$ cat src/rtl/fft_stage_counter.sv
// Butterfly sequencer for the shared-butterfly FFT.
// It walks every butterfly index of every radix-2 stage for a run-time length,
// and decodes the DIT twiddle address and the terminal flags for the address generators.
module fft_stage_counter #(
    parameter int unsigned MAX_LOG2N = 13,
    parameter int unsigned STAGE_W   = 4
) (
    input  logic                 clk,
    input  logic                 rst,
    input  logic                 start,
    input  logic [STAGE_W-1:0]   log2n,
    input  logic                 en,
    input  logic                 abort,
    output logic                 busy,
    output logic [MAX_LOG2N-2:0] idx,
    output logic [STAGE_W-1:0]   stage,
    output logic [MAX_LOG2N-2:0] tw_addr,
    output logic                 last_in_stage,
    output logic                 last,
    output logic                 done,
    output logic                 cfg_err
);

    localparam int unsigned IW = MAX_LOG2N - 1;

    typedef enum logic [0:0] {StIdle, StRun} state_e;

    state_e             state_q, state_d;
    logic [IW-1:0]      idx_q, idx_d;
    logic [STAGE_W-1:0] stage_q, stage_d;
    logic [STAGE_W-1:0] len_q, len_d;
    logic               done_q, done_d;
    logic               cfg_err_q, cfg_err_d;

    logic [IW-1:0]      half_m1;
    logic [STAGE_W-1:0] half_shift;
    logic [STAGE_W-1:0] tw_shift;
    logic [IW-1:0]      stage_mask;
    logic               is_last_idx;
    logic               is_last_stage;
    logic               log2n_ok;

    // Decode per-length limits and the twiddle address from the registered state.
    always_comb begin
        // HALF-1 is a right-shifted all-ones mask, so the wrap never depends on a carry-out.
        half_shift    = STAGE_W'(MAX_LOG2N) - len_q;
        half_m1       = {IW{1'b1}} >> half_shift;
        is_last_idx   = (idx_q == half_m1);
        is_last_stage = (stage_q == len_q - STAGE_W'(1));
        stage_mask    = ~({IW{1'b1}} << stage_q);
        tw_shift      = len_q - STAGE_W'(1) - stage_q;
        log2n_ok      = (log2n != '0) && (log2n <= STAGE_W'(MAX_LOG2N));

        busy          = (state_q == StRun);
        idx           = idx_q;
        stage         = stage_q;
        last_in_stage = busy & is_last_idx;
        last          = last_in_stage & is_last_stage;
        tw_addr       = busy ? ((idx_q & stage_mask) << tw_shift) : '0;
        done          = done_q;
        cfg_err       = cfg_err_q;
    end

    // Next-state logic for the run FSM and the index/stage counters.
    always_comb begin
        state_d   = state_q;
        idx_d     = idx_q;
        stage_d   = stage_q;
        len_d     = len_q;
        done_d    = 1'b0;
        cfg_err_d = 1'b0;

        unique case (state_q)
            StIdle: begin
                if (start) begin
                    if (log2n_ok) begin
                        len_d   = log2n;
                        idx_d   = '0;
                        stage_d = '0;
                        state_d = StRun;
                    end else begin
                        cfg_err_d = 1'b1;
                    end
                end
            end
            StRun: begin
                // abort wins over en; start is ignored so L stays fixed for the whole run.
                if (abort) begin
                    state_d = StIdle;
                    idx_d   = '0;
                    stage_d = '0;
                end else if (en) begin
                    if (!is_last_idx) begin
                        idx_d = idx_q + IW'(1);
                    end else if (!is_last_stage) begin
                        idx_d   = '0;
                        stage_d = stage_q + STAGE_W'(1);
                    end else begin
                        idx_d   = '0;
                        stage_d = '0;
                        state_d = StIdle;
                        done_d  = 1'b1;
                    end
                end
            end
            default: state_d = StIdle;
        endcase
    end

    // State registers with synchronous active-high reset.
    always_ff @(posedge clk) begin
        if (rst) begin
            state_q   <= StIdle;
            idx_q     <= '0;
            stage_q   <= '0;
            len_q     <= STAGE_W'(1);
            done_q    <= 1'b0;
            cfg_err_q <= 1'b0;
        end else begin
            state_q   <= state_d;
            idx_q     <= idx_d;
            stage_q   <= stage_d;
            len_q     <= len_d;
            done_q    <= done_d;
            cfg_err_q <= cfg_err_d;
        end
    end

endmodule

$ cat config.mk
export PLATFORM = sky130hd
export DESIGN_NAME = fft_stage_counter
export DESIGN_NICKNAME = d
export VERILOG_FILES = /design/src/rtl/fft_stage_counter.sv
export SDC_FILE = /design/constraint.sdc
export NUM_CORES = 1
export LEC_CHECK = 0
export BUFFER_PORTS_ARGS = -buffer_cell sky130_fd_sc_hd__buf_2
export CAP_MARGIN = 5
export CELL_PAD_IN_SITES_DETAIL_PLACEMENT = 1
export CELL_PAD_IN_SITES_GLOBAL_PLACEMENT = 2
export CORE_MARGIN = 2
export CORE_UTILIZATION = 32
export CTS_CLUSTER_DIAMETER = 200
export DETAILED_ROUTE_END_ITERATION = 16
export PLACE_DENSITY_LB_ADDON = 0.1
export SETUP_SLACK_MARGIN = 0.15
export SYNTH_ARGS = -nofsm -noshare
export SYNTH_HDL_FRONTEND = slang
export SYNTH_SLANG_ARGS = --single-unit
$ cat constraint.sdc
create_clock -name clk -period 3.55 [get_ports clk]
set_clock_uncertainty 0.2 [all_clocks]
set_input_delay 0.71 -clock clk [delete_from_list [all_inputs] [get_ports clk]]
set_output_delay 0.71 -clock clk [all_outputs]
set_load 0.01 [all_outputs]
Word-level counts from Yosys, hierarchy flattened
Index checks and enable logic that the tools add are counted.
- output and inout port bits: 33
- flip-flop bits (word level): 23
- eq/ne operators: 6
- add/sub/neg operators: 5
- magnitude comparators: 1
- reduce and logical (&&, ||, !) cells: 7
- muxes and demuxes: 23
- bitwise gates (word level): 8
- shift operators: 3
- operators by type and width (kind ; count):
    12-bit 2-to-1 mux ; 6
    4-bit 2-to-1 mux ; 6
    12-bit one-hot mux with 2 select lines ; 1
    12-bit by 1-bit adder with 12-bit output, second input constant ; 1
    12-bit AND ; 1
    12-bit equality test ; 1
    12-bit inverter ; 1
    12-bit by 4-bit left shift with 12-bit output ; 1
    12-bit by 4-bit left shift with 12-bit output, first input constant ; 1
    12-bit by 4-bit >> shifter with 12-bit output, first input constant ; 1
    1-bit 2-to-1 mux ; 8
    4-bit one-hot mux with 2 select lines ; 1
    3-bit AND reduction ; 2
    5-bit OR reduction ; 1
    4-bit by 1-bit adder with 4-bit output, second input constant ; 1
    4-bit equality test ; 1
    4-bit <= comparator, second input constant ; 1
    2-bit != test, second input constant ; 2
    1-bit inverter ; 4
    4-bit AND reduction ; 1
    4-bit nonzero test ; 1
    4-bit by 1-bit subtractor with 4-bit output, second input constant ; 1
    4-bit subtractor ; 1
    4-bit subtractor, first input constant ; 1
    6 further kinds ; 7

Logic depth before layout (Yosys ltp)
Gate-level depths: netlist (run 1).
- depth in word-level cells: 7
- mapped depth: 11
- gate-level depth less buffers: 9

Least setup slack after synthesis (run 1)
OpenSTA, ideal clock, no wires.
- path kind: register -> output
- start point: register len_q[1]
- end point: output port tw_addr[4]
- arrival time: 2354 ps
- slack: 286 ps
- stages on the path, launching flop included: 9
- data required time: 2640 ps
- cell sequence: dfxtp_1 -> inv_1 -> ha_1 -> fa_1 -> clkbuf_1 -> nand2_1 -> or2_2 -> mux2_2 -> nor2_1
- longest elaborated chain between the ends: 4
- ends and longest elaborated chain (item ; line ; source):
    start, declared ; 31 ; logic [STAGE_W-1:0] len_q, len_d;
    start signal, assigned ; 123 ; len_q <= len_d;
    4-bit by 1-bit subtractor with 4-bit output ; 51 ; tw_shift = len_q - STAGE_W'(1) - stage_q;
    4-bit subtractor ; 51 ;
    12-bit by 4-bit left shift with 12-bit output ; 59 ; tw_addr = busy ? ((idx_q & stage_mask) << tw_shift) : '0;
    12-bit 2-to-1 mux ; 59 ;
    end, declared ; 17 ; output logic [MAX_LOG2N-2:0] tw_addr,
Every way passes these cells.

Final worst setup path (run 1)
- start point: register len_q[0]
- end point: output port tw_addr[10]
The elaborated chain is that of the path after synthesis.

==> results by group, run 1 <==
Floorplan
  – Row count: 30
  – Die width: 88.8 um
  – Die area: 7880 sq um
  – I/O pins: 42
  – Die Y: 88.8 um
  – Core box area: 6870 sq um
  – Initial Util: 33.5%

Place
  – Port bufs: 41
  – DPL Wire Length: 5.60 mm
  – Gpl congestion: 0.818
  – Placed cells: 426
  – Pre-CTS WS: 0.179 ns

Global route
  – Initial antenna violation count: 0
  – Grt total ovfl: 0
  – Largest net degree at the start of global routing: 23
  – Gr busiest metal: met2
  – Met3 global-route usage: 2.24%
  – Met1 Track Usage GR: 25.5%
  – Vias in the first global route: 2239
  – First-pass GRT wire length: 11.7 mm
  – Total track usage: 19.1%
  – Met2 Use GR: 33.0%

Timing
  – # setup viols final: 0
  – Final Hold Viols: 0
  – RSZ-0062 raised after global routing: true
  – Rel. slew slack: 37.9%
  – Peak Freq: 0.297 GHz
  – Worst-Margin Slew: 0.924 ns
  – Post-layout min period: 3.36 ns
  – Slew Limit Fails: 0
  – Setup TNS: 0 ns
  – Final WS setup: 0.186 ns
  – Final worst path period share: 94.8%

Finish
  – Nets: 371
  – Area grow syn2layout: 24.4%
  – Share of cells above drive strength 1: 29.9%
  – Final non-filler cell total: 440
  – Final Util: 41.6%
  – Antenna diodes: 0

Critical path
  – CP Launch Type: register
  – Worst r2r src: len_q[2]
  – WP data arrival: 2.45 ns
  – Reg2reg setup slack: 0.77 ns
  – Crit path required time: 2.64 ns
  – Setup crit end: tw_addr[10]
  – Crit end category: output pin
  – Crit. Startpoint: len_q[0]
  – Worst Path Max Fanout: 5
  – Worst reg2reg endpoint: stage[0]
  – Worst-case reg-to-reg path depth: 10
  – Kind of critical path: reg -> out

Logic synthesis
  – Asr flop ratio synth: 0%
  – Avg Cell Area, Syn: 7.77 sq um
  – Mapped Area: 2300 sq um
  – Post-synth EDFFs: 0
  – Synth Instances: 296
  – Synth Warn #: 0
  – Synthesis-stage register bit count: 23
  – Synth unique cells: 64
  – Most used DFF post-synth: dfxtp_1
  – Sequential-to-total area share from yosys stat: 20.0%
  – Net count after synthesis: 322

CTS
  – Hold_buf cts: 0
  – H-tree depth: 1
  – TritonCTS buffer count: 3
  – Clk buf depth: 2
  – Root buffer cell: clkbuf_8
  – Clk slew on worst S/H paths: 0.09 ns
  – Clock Sinks: 23
  – Clock Latency Late Sink: 0.28 ns
  – CTS tree: yes

Power
  – Leak: 1.25 nW
  – Peak VDD IR: 0.000147 V
  – Pwr Density: 283 nW/um^2

Route
  – DRT antenna net count: 0
  – Routed WL per cell: 16.5 um
  – Starting DRC count in detailed routing: 74
  – Vias: 2328
  – Drt first pass iters: 5
  – DR DRC count: 0
  – Routed vias/inst: 5.29
  – WL final: 7.27 mm

Min path
  – Min-delay src: len_q[2]
  – HP Class: reg -> reg

Job
  – Max-cap violations: 0

Status
  – Run status: finished, final reports clean
-- cell type report --
type                       count  area (sq um)
clock buffer                   3          41.3
clock inverter                 1          5.00
fill                         863          4010
timing repair buffer          64           389
sequential                    23           472
inverter                      20          77.6
tap                           96           120
multi-input combinational    233          1750
-- layout by cell type, fill, tap and decap left out, types with 4 or more instances in the layout --
cell type | netlist | layout
nand2_1 | 18 | 17
nor2_1 | 26 | 24
a21oi_1 | 7 | 5
xor2_1 | 6 | 6
buf_4 | 1 | 20
mux2i_1 | 9 | 9
buf_2 | 6 | 41
nand4_1 | 5 | 5
nand2b_1 | 15 | 15
o21ai_0 | 15 | 12
xnor2_1 | 10 | 9
ha_4 | 0 | 4
o211ai_1 | 4 | 4
ha_1 | 16 | 12
and3_1 | 5 | 5
nor3_1 | 9 | 9
inv_1 | 20 | 17
o21ai_1 | 2 | 5
dfxtp_1 | 23 | 18
o31ai_1 | 6 | 5
nand3_1 | 10 | 10
-- worst max-delay path, stage by stage (launching register included) --
cell and delay (ns):
dfxtp_2 0.36, inv_2 0.06, ha_4 0.25, fa_2 0.61, mux2i_1 0.24, a21oi_2 0.09
or3_1 0.30, a31oi_1 0.13, buf_2 0.15
-- Yosys cell counts (all sizes together), types with 3 or more instances --
library cell	count	area, sq um
xor2	6	52.6
inv	20	75.1
nand3	10	50.1
xnor2	10	87.6
nor2	27	104
o211ai	5	42.5
dfxtp	23	460
nor3	9	45.0
a21oi	7	35.0
and2	3	18.8
mux2i	9	90.1
nand2	19	78.8
nand2b	15	93.8
or2	4	25.0
buf	9	60.1
and3	5	31.3
ha	16	200
o21ai	17	85.1
a211oi	3	22.5
nand4b	3	26.3
a31oi	4	40.0
o2111ai	3	26.3
nor3b	5	37.5
nand4	5	31.3
o31ai	6	45.0
clkbuf	11	41.3
-- power by group --
group	switching, mW	total (mW)	internal, mW
combinational	0.198	0.358	0.161
sequential	0.00906	0.272	0.263
clock	0.100	0.179	0.0788
total	0.307	0.810	0.503
-- worst min-delay path by stage --
stage                     endpoint  slack [ns]  cells after the start
after floorplan           len_q[3]        0.31                      2
after global placement    len_q[1]        0.34                      2
after detailed placement  len_q[1]        0.35                      2
after CTS                 len_q[2]        0.36                      2
after global routing      len_q[2]        0.38                      2
final                     len_q[2]        0.35                      2
-- sequential cells by signal, indices dropped and copies added (netlist names) --
signal	count
idx	12
len_q	4
stage	4
busy	1
cfg_err	1
done	1
-- kinds of logic after synthesis --
kind of cell,synth area share (%)
multiplexers,4.90
buffers and inverters,7.68
AND/OR/NAND/NOR,26.6
AO/OA/AOI/OAI,25.1
flip-flops,20.0
adder cells (fa/ha/maj),9.58
XOR/XNOR,6.10
-- per-stage QoR --
step	cell area (sq um)	hold WS [ns]	power, mW
floorplan	2300	0.311	0.498
global placement	2620	0.345	0.584
detailed placement	2620	0.355	0.587
CTS	2780	0.356	0.785
global route	2860	0.375	0.871
finish	2860	0.350	0.810
-- per-layer routing --
metal,vias to the layer above,wire [um]
met4,0,111
li1,1167,-
met1,1117,3470
met5,-,0
met3,11,176
met2,33,3510
-- timing repair --
action | CTS | global route
buffers inserted | 7 | 3
pin swaps | 8 | 5
endpoints found under the setup margin | 14 | 14
resized for setup | 18 | 17
Power figures use the tool's default switching activity.
==> inputs of run 2 (changes only) <==
--- a/config.mk
+++ b/config.mk
@@ -13,8 +13,9 @@
 export CORE_UTILIZATION = 32
 export CTS_CLUSTER_DIAMETER = 200
 export DETAILED_ROUTE_END_ITERATION = 16
+export HOLD_SLACK_MARGIN = 0.08
 export PLACE_DENSITY_LB_ADDON = 0.1
-export SETUP_SLACK_MARGIN = 0.15
+export SETUP_SLACK_MARGIN = 0.4
 export SYNTH_ARGS = -nofsm -noshare
 export SYNTH_HDL_FRONTEND = slang
 export SYNTH_SLANG_ARGS = --single-unit
==> run 2 against run 1 <==
Cell count unchanged. Setup slack got worse by 0.056 ns. Count of clock-buffer cells in the layout increased by 1. Sequential share of layout area fell by 0.44 points. Global-route usage up 0.42 points. Final area grew 2.5%.
==> results by group, run 2 (synthesized netlist as in run 1, its figures left out) <==
Critical path
  – Slowest stage delay, CP: 0.58 ns (was 0.61 ns)
  – Worst Path Max Fanout: 5 (unchanged)
  – CP top delay family: adder cells (unchanged)
  – WP data arrival: 2.51 ns (was 2.45 ns)
  – Crit path required time: 2.64 ns (about the same)
  – CP Launch Type: register (unchanged)
  – Crit end category: output pin (unchanged)
  – Kind of critical path: reg -> out (unchanged)
  – Slowest CP cell: fa_2 (unchanged)
  – CP cell instances: inv_4, ha_4, fa_2, mux2i_2, a21oi_2, or3_1, a31oi_1, buf_2 (was inv_2, ha_4, fa_2, mux2i_1, a21oi_2, or3_1, a31oi_1, buf_2)
  – Worst path bufs/invs: 2 (unchanged)

Finish
  – Antenna diodes: 0 (unchanged)
  – # fillers: 857 (was 863)
  – Max reg flops: 12 (unchanged)
  – Footprint of the multi-input gates: 1840 sq um (was 1750 sq um)
  – Nets: 371 (unchanged)
  – Most common cell after layout, fill and taps aside: buf_2 (unchanged)
  – Final Util: 42.7% (was 41.6%)
  – Area grow syn2layout: 27.5% (was 24.4%)
  – Commonest cells after routing, fill and taps aside: buf_2, nor2_1, dfxtp_1, buf_4, inv_1 (was buf_2, nor2_1, buf_4, dfxtp_1)
  – Register Area: 470 sq um (was 472 sq um)
  – Share of cells above drive strength 1: 32.8% (was 29.9%)

Power
  – Pwr Density: 282 nW/um^2 (was 283 nW/um^2)
  – Peak VDD IR: 0.000124 V (was 0.000147 V)
  – Leak: 1.25 nW (about the same)
  – Total power: 826 uW (was 810 uW)

Global route
  – First-pass GRT wire length: 12.0 mm (was 11.7 mm)
  – Vias in the first global route: 2348 (was 2239)
  – Largest net degree at the start of global routing: 22 (was 23)
  – Total track usage: 19.6% (was 19.1%)
  – Initial antenna violation count: 0 (unchanged)
  – Grt total ovfl: 0 (unchanged)

Floorplan
  – I/O pins: 42 (unchanged)
  – Row count: 30 (unchanged)
  – Initial Util: 33.5% (unchanged)
  – Die area: 7880 sq um (unchanged)
  – Die Y: 88.8 um (unchanged)
  – Die width: 88.8 um (unchanged)
  – Core box area: 6870 sq um (unchanged)

CTS
  – CTS tree: yes (unchanged)
  – Hold_buf cts: 0 (unchanged)
  – Clk slew on worst S/H paths: 0.09 ns (about the same)
  – Clock Latency Late Sink: 0.26 ns (was 0.28 ns)
  – Clk buf depth: 2 (unchanged)
  – Clock Sinks: 23 (unchanged)
  – Root buffer cell: clkbuf_8 (unchanged)
  – H-tree depth: 1 (unchanged)
  – TritonCTS buffer count: 3 (unchanged)

Timing
  – RSZ-0062 raised after global routing: true (unchanged)
  – # setup viols final: 0 (unchanged)
  – Peak Freq: 0.292 GHz (was 0.297 GHz)
  – Rel. slew slack: 37.3% (was 37.9%)
  – Post-layout min period: 3.42 ns (was 3.36 ns)
  – Slew Limit Fails: 0 (unchanged)
  – Worst-Margin Slew: 0.933 ns (was 0.924 ns)
  – Final Hold Viols: 0 (unchanged)
  – Final worst path period share: 96.4% (was 94.8%)

Route
  – Starting DRC count in detailed routing: 90 (was 74)
  – Routed WL per cell: 17.1 um (was 16.5 um)
  – Routed vias/inst: 5.37 (was 5.29)
  – WL final: 7.52 mm (was 7.27 mm)
  – Drt first pass iters: 4 (was 5)
  – Vias: 2364 (was 2328)
  – DR DRC count: 0 (unchanged)
  – DRT antenna net count: 0 (unchanged)

Status
  – Run status: finished, final reports clean (unchanged)

Place
  – Port bufs: 41 (unchanged)
  – DPL Wire Length: 5.66 mm (was 5.60 mm)
  – Gpl congestion: 0.759 (was 0.818)

Min path
  – HP Class: reg -> reg (unchanged)

Job
  – Max-cap violations: 0 (unchanged)
[run 2: cell count changes in the layout (fill, tap and decap cells not counted), moves of 2 or more]
| cell | previous run | this run |
|---|---|---|
| a211oi_2 | 0 | 2 |
| nor3_2 | 0 | 4 |
| nand2_2 | 1 | 3 |
| a211oi_1 | 3 | 1 |
| nor3_1 | 9 | 5 |
| buf_4 | 20 | 18 |
[run 2: per-layer routing]
| metal | global-route usage [%] | vias to the layer above | wire length (um) |
|---|---|---|---|
| li1 | - | 1170 | - |
| met1 | 26.0 | 1153 | 3560 |
| met2 | 33.9 | 29 | 3680 |
| met3 | 2.24 | 12 | 150 |
| met4 | 4.41 | 0 | 128 |
| met5 | 0 | - | 0 |
[run 2: worst paths after layout]
| kind | cells past startpoint | endpoint | slack, ns | start |
|---|---|---|---|---|
| hold / removal | 2 | len_q[1] | 0.39 | len_q[1] |
| setup / recovery | 8 | tw_addr[10] | 0.13 | len_q[1] |
| setup reg to reg | 11 | busy | 0.81 | len_q[1] |
| hold reg to reg | 2 | len_q[1] | 0.39 | len_q[1] |
[run 2: per-stage QoR]
step                instance area, sq um  worst slack (ns)  hold WS, ns  TNS, ns  cells
global placement                    2620             0.275        0.340        0    425
floorplan                           2300             0.355        0.311        0    296
finish                              2930             0.129        0.390        0    440
CTS                                 2890             0.175        0.357        0    439
detailed placement                  2620             0.203        0.359        0    425
global route                        2930           -0.0175        0.448  -0.0175    440
[run 2: where the power goes]
group | leakage (nW) | switching, mW | total [mW] | internal, mW
combinational | 1.04 | 0.213 | 0.386 | 0.173
clock | 0.0228 | 0.0871 | 0.167 | 0.0801
sequential | 0.188 | 0.00959 | 0.273 | 0.263
[run 2: cell type report]
| cell class | count | share of cell area (%) |
|---|---|---|
| Clock buffer | 4 | 1.54 |
| Sequential cell | 23 | 16.1 |
| Inverter | 20 | 2.65 |
| Timing Repair Buffer | 63 | 12.9 |
| Multi-Input combinational cell | 234 | 62.7 |
| Tap cell | 96 | 4.10 |
[run 2: worst reg2reg max path: stages, from the launching register on]
cell	delay [ns]
dfxtp_4	0.38
ha_1	0.16
inv_2	0.05
ha_4	0.27
buf_6	0.12
inv_1	0.07
a211o_1	0.24
a221oi_2	0.27
and4b_2	0.32
buf_4	0.21
nand2_4	0.06
o311a_1	0.29
[run 2: timing repair]
action / in CTS / in global routing
pin swaps: 12 / 4
gates cloned: 2 / 0
resized for setup: 38 / 9
setup buffers: 8 / 1
endpoints found under the setup margin: 14 / 14
